<file path="config.mk">
export PLATFORM = sky130hd
export DESIGN_NAME = ahb_lite_interconnect
export DESIGN_NICKNAME = d
export VERILOG_FILES = /design/src/rtl/ahb_lite_interconnect.sv
export SDC_FILE = /design/constraint.sdc
export NUM_CORES = 1
export LEC_CHECK = 0
export CELL_PAD_IN_SITES_DETAIL_PLACEMENT = 1
export CELL_PAD_IN_SITES_GLOBAL_PLACEMENT = 2
export CORE_MARGIN = 3
export CORE_UTILIZATION = 12
export CTS_CLUSTER_SIZE = 10
export DETAILED_ROUTE_END_ITERATION = 12
export PLACE_DENSITY_LB_ADDON = 0.15
export SLEW_MARGIN = 5
export SYNTH_ARGS = -nofsm -noshare
export SYNTH_HDL_FRONTEND = slang
export SYNTH_SLANG_ARGS = --single-unit
</file>
<file path="constraint.sdc">
create_clock -name HCLK -period 2.22 [get_ports HCLK]
set_clock_uncertainty 0.1 [all_clocks]
set_input_delay 0.444 -clock HCLK [delete_from_list [all_inputs] [get_ports HCLK]]
set_output_delay 0.444 -clock HCLK [all_outputs]
set_load 0.02 [all_outputs]
</file>
<file path="src/rtl/ahb_lite_interconnect.sv">
// ahb_lite_interconnect
//   Single-master AHB-Lite address decoder and response multiplexer with a
//   default (error) slave and a per-data-phase wait timeout.
//
// Ports
//   HCLK, HRESET       clock, asynchronous active-high reset
//   HADDR, HTRANS      master address phase
//   HRDATA, HREADY,    data-phase response to the master; HREADY is also
//   HRESP              broadcast to every slave
//   S_HSEL             one-hot slave select (address phase, combinational)
//   S_HRDATA,          packed per-slave responses, slave 0 in the LSBs
//   S_HREADYOUT,
//   S_HRESP
//   TIMEOUT_EVT        one-cycle pulse in the first ERR1 cycle of a timeout abort
//
// HWRITE, HSIZE and HWDATA are not routed here; the top level broadcasts them.
module ahb_lite_interconnect #(
    parameter int NSLV    = 4,
    parameter int ADDR_W  = 32,
    parameter int DATA_W  = 32,
    parameter logic [NSLV*ADDR_W-1:0] BASE =
        {32'h0003_0000, 32'h0002_0000, 32'h0001_0000, 32'h0000_0000},
    parameter logic [NSLV*ADDR_W-1:0] MASK = {4{32'hFFFF_0000}},
    parameter int TIMEOUT = 16
) (
    input  logic                   HCLK,
    input  logic                   HRESET,
    input  logic [ADDR_W-1:0]      HADDR,
    input  logic [1:0]             HTRANS,
    output logic [DATA_W-1:0]      HRDATA,
    output logic                   HREADY,
    output logic                   HRESP,
    output logic [NSLV-1:0]        S_HSEL,
    input  logic [NSLV*DATA_W-1:0] S_HRDATA,
    input  logic [NSLV-1:0]        S_HREADYOUT,
    input  logic [NSLV-1:0]        S_HRESP,
    output logic                   TIMEOUT_EVT
);

    localparam int SEL_W = (NSLV > 1) ? $clog2(NSLV) : 1;
    localparam int CNT_W = (TIMEOUT > 0) ? $clog2(TIMEOUT + 1) : 1;
    localparam logic [CNT_W-1:0] CNT_LIM = (TIMEOUT > 0) ? CNT_W'(TIMEOUT - 1) : '0;
    localparam logic [CNT_W-1:0] CNT_MAX = '1;

    typedef enum logic [1:0] {IDLE, SLAVE, ERR1, ERR2} state_t;

    state_t            state, nstate;
    logic [SEL_W-1:0]  sel;
    logic [CNT_W-1:0]  cnt;
    logic [NSLV-1:0]   hit;
    logic [SEL_W-1:0]  hit_idx;
    logic              any_hit;
    logic              capture;
    logic              timeout;
    logic              sel_rdy;

    // Region decode
    for (genvar i = 0; i < NSLV; i++) begin : g_dec
        assign hit[i] = (HADDR & MASK[i*ADDR_W +: ADDR_W]) == BASE[i*ADDR_W +: ADDR_W];
    end

    // Lowest index wins: scan downward so the last assignment is the lowest hit
    always_comb begin
        hit_idx = '0;
        any_hit = 1'b0;
        for (int i = NSLV - 1; i >= 0; i--) begin
            if (hit[i]) begin
                hit_idx = SEL_W'(i);
                any_hit = 1'b1;
            end
        end
    end

    // Select is gated in ERR1 (no accept there) and during reset
    always_comb begin
        S_HSEL = '0;
        if (any_hit && HTRANS[1] && state != ERR1 && !HRESET)
            S_HSEL[hit_idx] = 1'b1;
    end

    assign sel_rdy = S_HREADYOUT[sel];

    // Response mux; slaves are only looked at in SLAVE, so an aborted slave
    // is ignored from ERR1 onward
    always_comb begin
        HRDATA = '0;
        HREADY = 1'b1;
        HRESP  = 1'b0;
        case (state)
            SLAVE: begin
                HRDATA = S_HRDATA[sel*DATA_W +: DATA_W];
                HREADY = sel_rdy;
                HRESP  = S_HRESP[sel];
            end
            ERR1: begin
                HREADY = 1'b0;
                HRESP  = 1'b1;
            end
            ERR2:    HRESP = 1'b1;
            default: ;
        endcase
    end

    assign capture = HREADY && HTRANS[1];
    // A slave that becomes ready on the limit cycle completes normally
    assign timeout = (TIMEOUT != 0) && (state == SLAVE) && !sel_rdy && (cnt == CNT_LIM);

    always_comb begin
        nstate = state;
        case (state)
            ERR1: nstate = ERR2;
            default: begin
                if (timeout)
                    nstate = ERR1;
                else if (HREADY)
                    nstate = !HTRANS[1] ? IDLE : (any_hit ? SLAVE : ERR1);
            end
        endcase
    end

    always_ff @(posedge HCLK or posedge HRESET) begin
        if (HRESET) begin
            state       <= IDLE;
            sel         <= '0;
            cnt         <= '0;
            TIMEOUT_EVT <= 1'b0;
        end else begin
            state       <= nstate;
            TIMEOUT_EVT <= timeout;
            if (capture) begin
                cnt <= '0;
                if (any_hit)
                    sel <= hit_idx;
            end else if (state == SLAVE && !sel_rdy && cnt != CNT_MAX) begin
                cnt <= cnt + CNT_W'(1);
            end
        end
    end

endmodule
</file>
After elaboration in Yosys (flattened, before gate mapping)
Index checks and enable logic that the tools add are counted.
{ "word_totals": {"regBits": 10, "inputBits": 172, "output_inout_bits": 39, "word_cells": 58} }
{ "op_classes": {"addsub": 1, "magnitude_cmp": 3, "eq_ne": 9, "shifts": 1, "mux": 25, "reduce_logical": 15} }
{ "op_table": {"columns": ["cell", "count"], "rows": [
  ["128-bit by 8-bit indexed part select with 32-bit output", 1],
  ["16-bit by 2-bit == test with 1-bit output (second input constant)", 2],
  ["32-bit zero test", 1],
  ["32-bit two-way mux", 1],
  ["2-bit two-way mux", 9],
  ["16-bit by 1-bit == test with 1-bit output (second input constant)", 1],
  ["5-bit two-way mux", 2],
  ["1-bit logical AND", 8],
  ["1-bit two-way mux", 7],
  ["2-bit by 3-bit less-than comparator with 1-bit output (second input constant)", 2],
  ["5-bit by 1-bit adder with 5-bit output (second input constant)", 1],
  ["5-bit by 4-bit == test with 1-bit output (second input constant)", 1],
  ["5-bit != test (second input constant)", 1],
  ["1-bit binary-select mux with 2-bit select", 2],
  ["2-bit == test (second input constant)", 2],
  ["4-bit two-way mux", 1],
  ["1-bit case mux with 2 select lines", 2],
  ["3-bit nonzero test", 1],
  ["1-bit demux with 2-bit select", 1],
  ["2-bit by 1-bit == test with 1-bit output (second input constant)", 1],
  ["2-bit by 1-bit greater-or-equal comparator with 1-bit output (second input constant)", 1],
  ["1-bit zero test", 2],
  ["2-bit != test (second input constant)", 1],
  ["2-bit AND reduction", 1],
  ["other kinds (2)", 2]
]} }

Logic depth before layout (Yosys ltp)
{ "depth": {"word_depth": 10, "ltp_mapped": 6, "depth_no_buf": 6} }

Worst setup path after synthesis
Ideal clock, no wire load.
{ "synth_path": {"kind": "input to output", "startpoint": "input HADDR[26]", "endpoint": "output S_HSEL[0]", "t_arrival_ns": 1.577, "required_time_ns": 1.676, "setup_slack_ns": 0.099, "path_stages": 4, "n_path_buf": 0, "path_cell_list": "nor4_1 and4_1 nand4_1 nor3_1"} }
{ "synth_between": {"elab_chain_cells": 10, "elab_cells_between_ends": 21, "cone_classes": "2 x order compare; 3 x eq/ne; 11 x mux; 5 x reduce/logical"} }
{ "synth_rtl": {"columns": ["item", "line_no", "text"], "rows": [
  ["start: declaration", "28", "input logic [ADDR_W-1:0] HADDR,"],
  ["16-bit by 2-bit == test with 1-bit output", "59", "assign hit[i] = (HADDR & MASK[i*ADDR_W +: ADDR_W]) == BASE[i*ADDR_W +: ADDR_W];"],
  ["2-bit two-way mux (4 in series)", "67", "if (hit[i]) begin"],
  ["2-bit by 3-bit less-than comparator with 1-bit output (implied by the code) / 2-bit by 1-bit greater-or-equal comparator with 1-bit output (equally long branches)", "78", "S_HSEL[hit_idx] = 1'b1;"],
  ["1-bit logical AND (implied by the code)", "78", null],
  ["1-bit two-way mux (implied by the code)", "78", null],
  ["1-bit demux with 2-bit select", "78", null],
  ["4-bit two-way mux *", "77", "if (any_hit && HTRANS[1] && state != ERR1 && !HRESET)"],
  ["end: declaration", "33", "output logic [NSLV-1:0] S_HSEL,"]
]} }
Every way passes the cells marked *; elsewhere a longest branch is shown, timed or not.

Worst setup path after layout
{ "layout_path": {"startpoint": "register sel[0]", "endpoint": "output HREADY"} }
{ "layout_between": {"elab_chain_cells": 3} }
{ "layout_rtl": {"columns": ["item", "line_no", "text"], "rows": [
  ["start: declaration", "48", "logic [SEL_W-1:0] sel;"],
  ["start signal: assignment", "133", "sel <= hit_idx;"],
  ["1-bit binary-select mux with 2-bit select", "81", "assign sel_rdy = S_HREADYOUT[sel];"],
  ["1-bit two-way mux (implied by the code)", "81", null],
  ["1-bit case mux with 2 select lines", "89", "case (state)"],
  ["end: declaration", "31", "output logic HREADY,"]
]} }
Every way passes these cells. The select of a mux whose other input is x is not followed.

==> impl_metrics.csv <==
group,metric,value,unit
outcome,status,"complete, but fails checks",
outcome,violations,"setup timing",
floorplanning,core_area,0.0128,mm²
logic_synthesis,synth_top_cells_by_count,"34 x mux4_2, 32 x nor2b_1, 10 x dfrtp_1",
logic_synthesis,synth_top_area_share,47.8,%
pwr,p_sw,0.589,mW
floorplanning,start_util,12.5,%
global_route,grt_pass1_wl,14200,µm
setup_path,required,1.68,ns
logic_synthesis,yosysMostFrequentCell,"mux4_2",
logic_synthesis,syn-instance-count,138,
floorplanning,die_w,121,µm
pwr,combPwrFrac,64.6,%
detailed_routing,viasPerCell,4.01,
logic_synthesis,yosys_warnings,0,
logic_synthesis,synth_nets,313,
setup_path,start_kind,"register",
sta,period_share,105,%
sta,max_freq,429,MHz
detailed_routing,wl,9560,µm
setup_path,crit_type,"reg -> out",
place,pre_cts_slack,-0.810,ns
logic_synthesis,seq_area_frac_synth,15.6,%
pwr,pwr-share-clk,21.5,%
floorplanning,pin_count,211,
setup_path,rr_startpoint,"sel[0]",
sta,worst_slew_margin_rel,82.7,%
global_route,antenna_found_initial,0,
setup_path,worstPathArrival,1.79,ns
sta,hold_violations,0,
detailed_routing,drc,0,
logic_synthesis,synthMuxAreaShare,50.0,%
logic_synthesis,synth_compound_area_share,4.85,%
logic_synthesis,yosys_most_used_dff,"dfrtp_1",
hold_path,min_path_cells,1,
logic_synthesis,yosys.area_share.simple,21.6,%
pwr,irDropWorstVdd,234,µV
clock_network,clock-sinks,10,
cells_and_area,syn_to_final_growth,147,%
global_route,first_global_vias,2389,
global_route,grt_max_degree,33,
sta,tightest_slew,0.259,ns
clock_network,cts_tree,"built",
sta,period_needed,2.33,ns
detailed_routing,antenna_left,0,
place,portBuffers,193,
clock_network,numCtsBuffers,3,
logic_synthesis,syn_area_per_cell,11.6,µm²
logic_synthesis,synth_xor_area_share,0,%
sta,drv_slew,0,
sta,grt_setup_unrepaired,"yes",
pwr,power,1.66,mW
clock_network,clk-insertion-delay-late,0.23,ns
pwr,switching_share,35.5,%
global_route,use_met1,14.3,%
clock_network,ctsHtreeMaxLevel,1,
sta,setup_ws,-0.112,ns
clock_network,ctsLongestPathBuffers,2,
cells_and_area,fillers,1442,
pwr,leakage,1.55,nW
detailed_routing,initialDrtViolationCount,33,
hold_path,worstHoldPathType,"reg -> reg",
cells_and_area,final_nets,526,
sta,setup-violations-final,29,
sta,hold_slack,0.425,ns
cells_and_area,fin_area,0.00395,mm²
setup_path,worstSetupEndpointType,"output pin",
floorplanning,die_area,0.0148,mm²
run,maxCapViolCount,0,
global_route,globalRouteOverflowTotal,0,
pwr,seq_power_share,13.9,%
floorplanning,rows,41,
logic_synthesis,synthTopCellsByArea,"mux4_2 48%, dfrtp_1 16%, nor2b_1 13%",
pwr,power_density,419,mW/mm²
detailed_routing,wl_per_cell,18.3,µm
clock_network,cts_root_buf,"clkbuf_16",
global_route,use_met2,24.0,%
logic_synthesis,synthDistinctLibCells,27,
logic_synthesis,synth_edf_count,0,
setup_path,ff2ff_path_depth,6,
logic_synthesis,syn_area,0.00160,mm²
cells_and_area,n_antenna_cell,0,
logic_synthesis,synth_area_leader_cell,"mux4_2",
logic_synthesis,synth_top_family_by_area,"multiplexers",
detailed_routing,vias,2093,
place,place_area,0.00386,mm²
global_route,grt_util_all_layers,12.5,%
logic_synthesis,ys_seq_elements,10,
place,dp_hpwl,8030,µm
setup_path,crit_fanout,5,
cells_and_area,final_util,30.8,%
cells_and_area,drive_gt1_share,35.4,%
hold_path,min_to,"cnt[4]",
pwr,power.internal,1.07,mW
setup_path,reg2reg_setup_slack,0.10,ns
global_route,top_usage_layer,"met2",
setup_path,reg2reg_to,"sel[0]",
logic_synthesis,synth_fa_ha_area_share,2.35,%
hold_path,hold_start,"cnt[4]",
clock_network,clk_pin_slew_worst_paths,0.04,ns
global_route,use_met3,3.08,%
detailed_routing,first_pass_iters,2,
place,globalplace.congestion,0.709,
floorplanning,fp.dieH,121,µm
logic_synthesis,async_flop_share,100,%
[area by class of cell]
class / count / area, µm² / share of cell area, %
Tap cell: 172 / 215 / 5.44
Clock buffer: 4 / 88.8 / 2.25
Sequential cell: 10 / 251 / 6.36
Multi-Input combinational cell: 109 / 1310 / 33.0
Inverter: 7 / 26.3 / 0.665
Timing Repair Buffer: 220 / 2070 / 52.3
[metal layers]
metal,up-vias,part of all wire [%]
met3,2,9.8
met1,1009,37
met5,-,0
li1,962,-
met4,0,0.084
met2,120,53
[registers in the layout (all words and copies together) (netlist names)]
| signal | cells |
|---|---|
| TIMEOUT_EVT | 1 |
| cnt | 5 |
| sel | 2 |
| state | 2 |
[power by group through the flow]
stage | registers (mW) | logic (mW) | clock network (mW)
3_5_place_dp | 0.234 | 1.15 | 0
4_1_cts | 0.232 | 1.07 | 0.363
3_3_place_gp | 0.232 | 1.15 | 0
5_1_grt | 0.236 | 1.15 | 0.372
2_1_floorplan | 0.229 | 0.444 | 0
6_report | 0.231 | 1.07 | 0.356
[worst max path at each step]
stage	from	end	slack [ns]	depth (start not counted)
after floorplan	HADDR[26]	S_HSEL[0]	0.1	4
after global placement	HADDR[22]	S_HSEL[3]	-0.68	6
after CTS	sel[0]	HREADY	-0.16	5
after detailed placement	HADDR[26]	S_HSEL[3]	-0.81	6
after global routing	sel[0]	HRDATA[28]	-0.17	5
final	sel[0]	HREADY	-0.11	5
[timing repair]
action,in CTS,in global routing
endpoints found under the setup margin,38,40
resized for setup,205,40
cloned,1,1
pin swaps,10,9
hold buffers,0,0
buffers inserted,4,5
[per-stage QoR]
stage                     std cells  TNS (ns)
after floorplan                 138         0
after global placement          509    -14.37
after detailed placement        509    -15.12
after CTS                       518     -2.48
after global routing            522     -4.10
final                           522     -1.68
[worst max-delay path, stage by stage, from the launching register on]
cell and delay, ns:
dfrtp_2 0.42, buf_6 0.12, mux4_2 0.50, or2_1 0.24, and2_4 0.15, buf_6 0.12
[layout by cell type (no fill, tap or decap), types with 3 or more instances in the layout]
cell,n
nor2_1,3
buf_4,38
clkbuf_16,4
clkbuf_2,5
mux2_2,3
nand2b_1,3
dfrtp_1,9
ha_1,3
a21o_1,4
a21oi_1,3
dlygate4sd2_1,6
clkdlybuf4s50_1,137
buf_12,6
nor2b_1,32
nor3_2,3
mux4_2,34
buf_2,19
buf_6,5
inv_1,7
[kinds of logic (layout without fill, tap and decap cells)]
logic type	after synthesis	count (layout)
and+or+nand+nor	57	57
muxes	37	37
buffers and inverters	19	231
AOI/OAI and AO/OA	12	12
DFF	10	10
adders and majority gates	3	3
No activity file was read; power rests on OpenSTA's default activity.
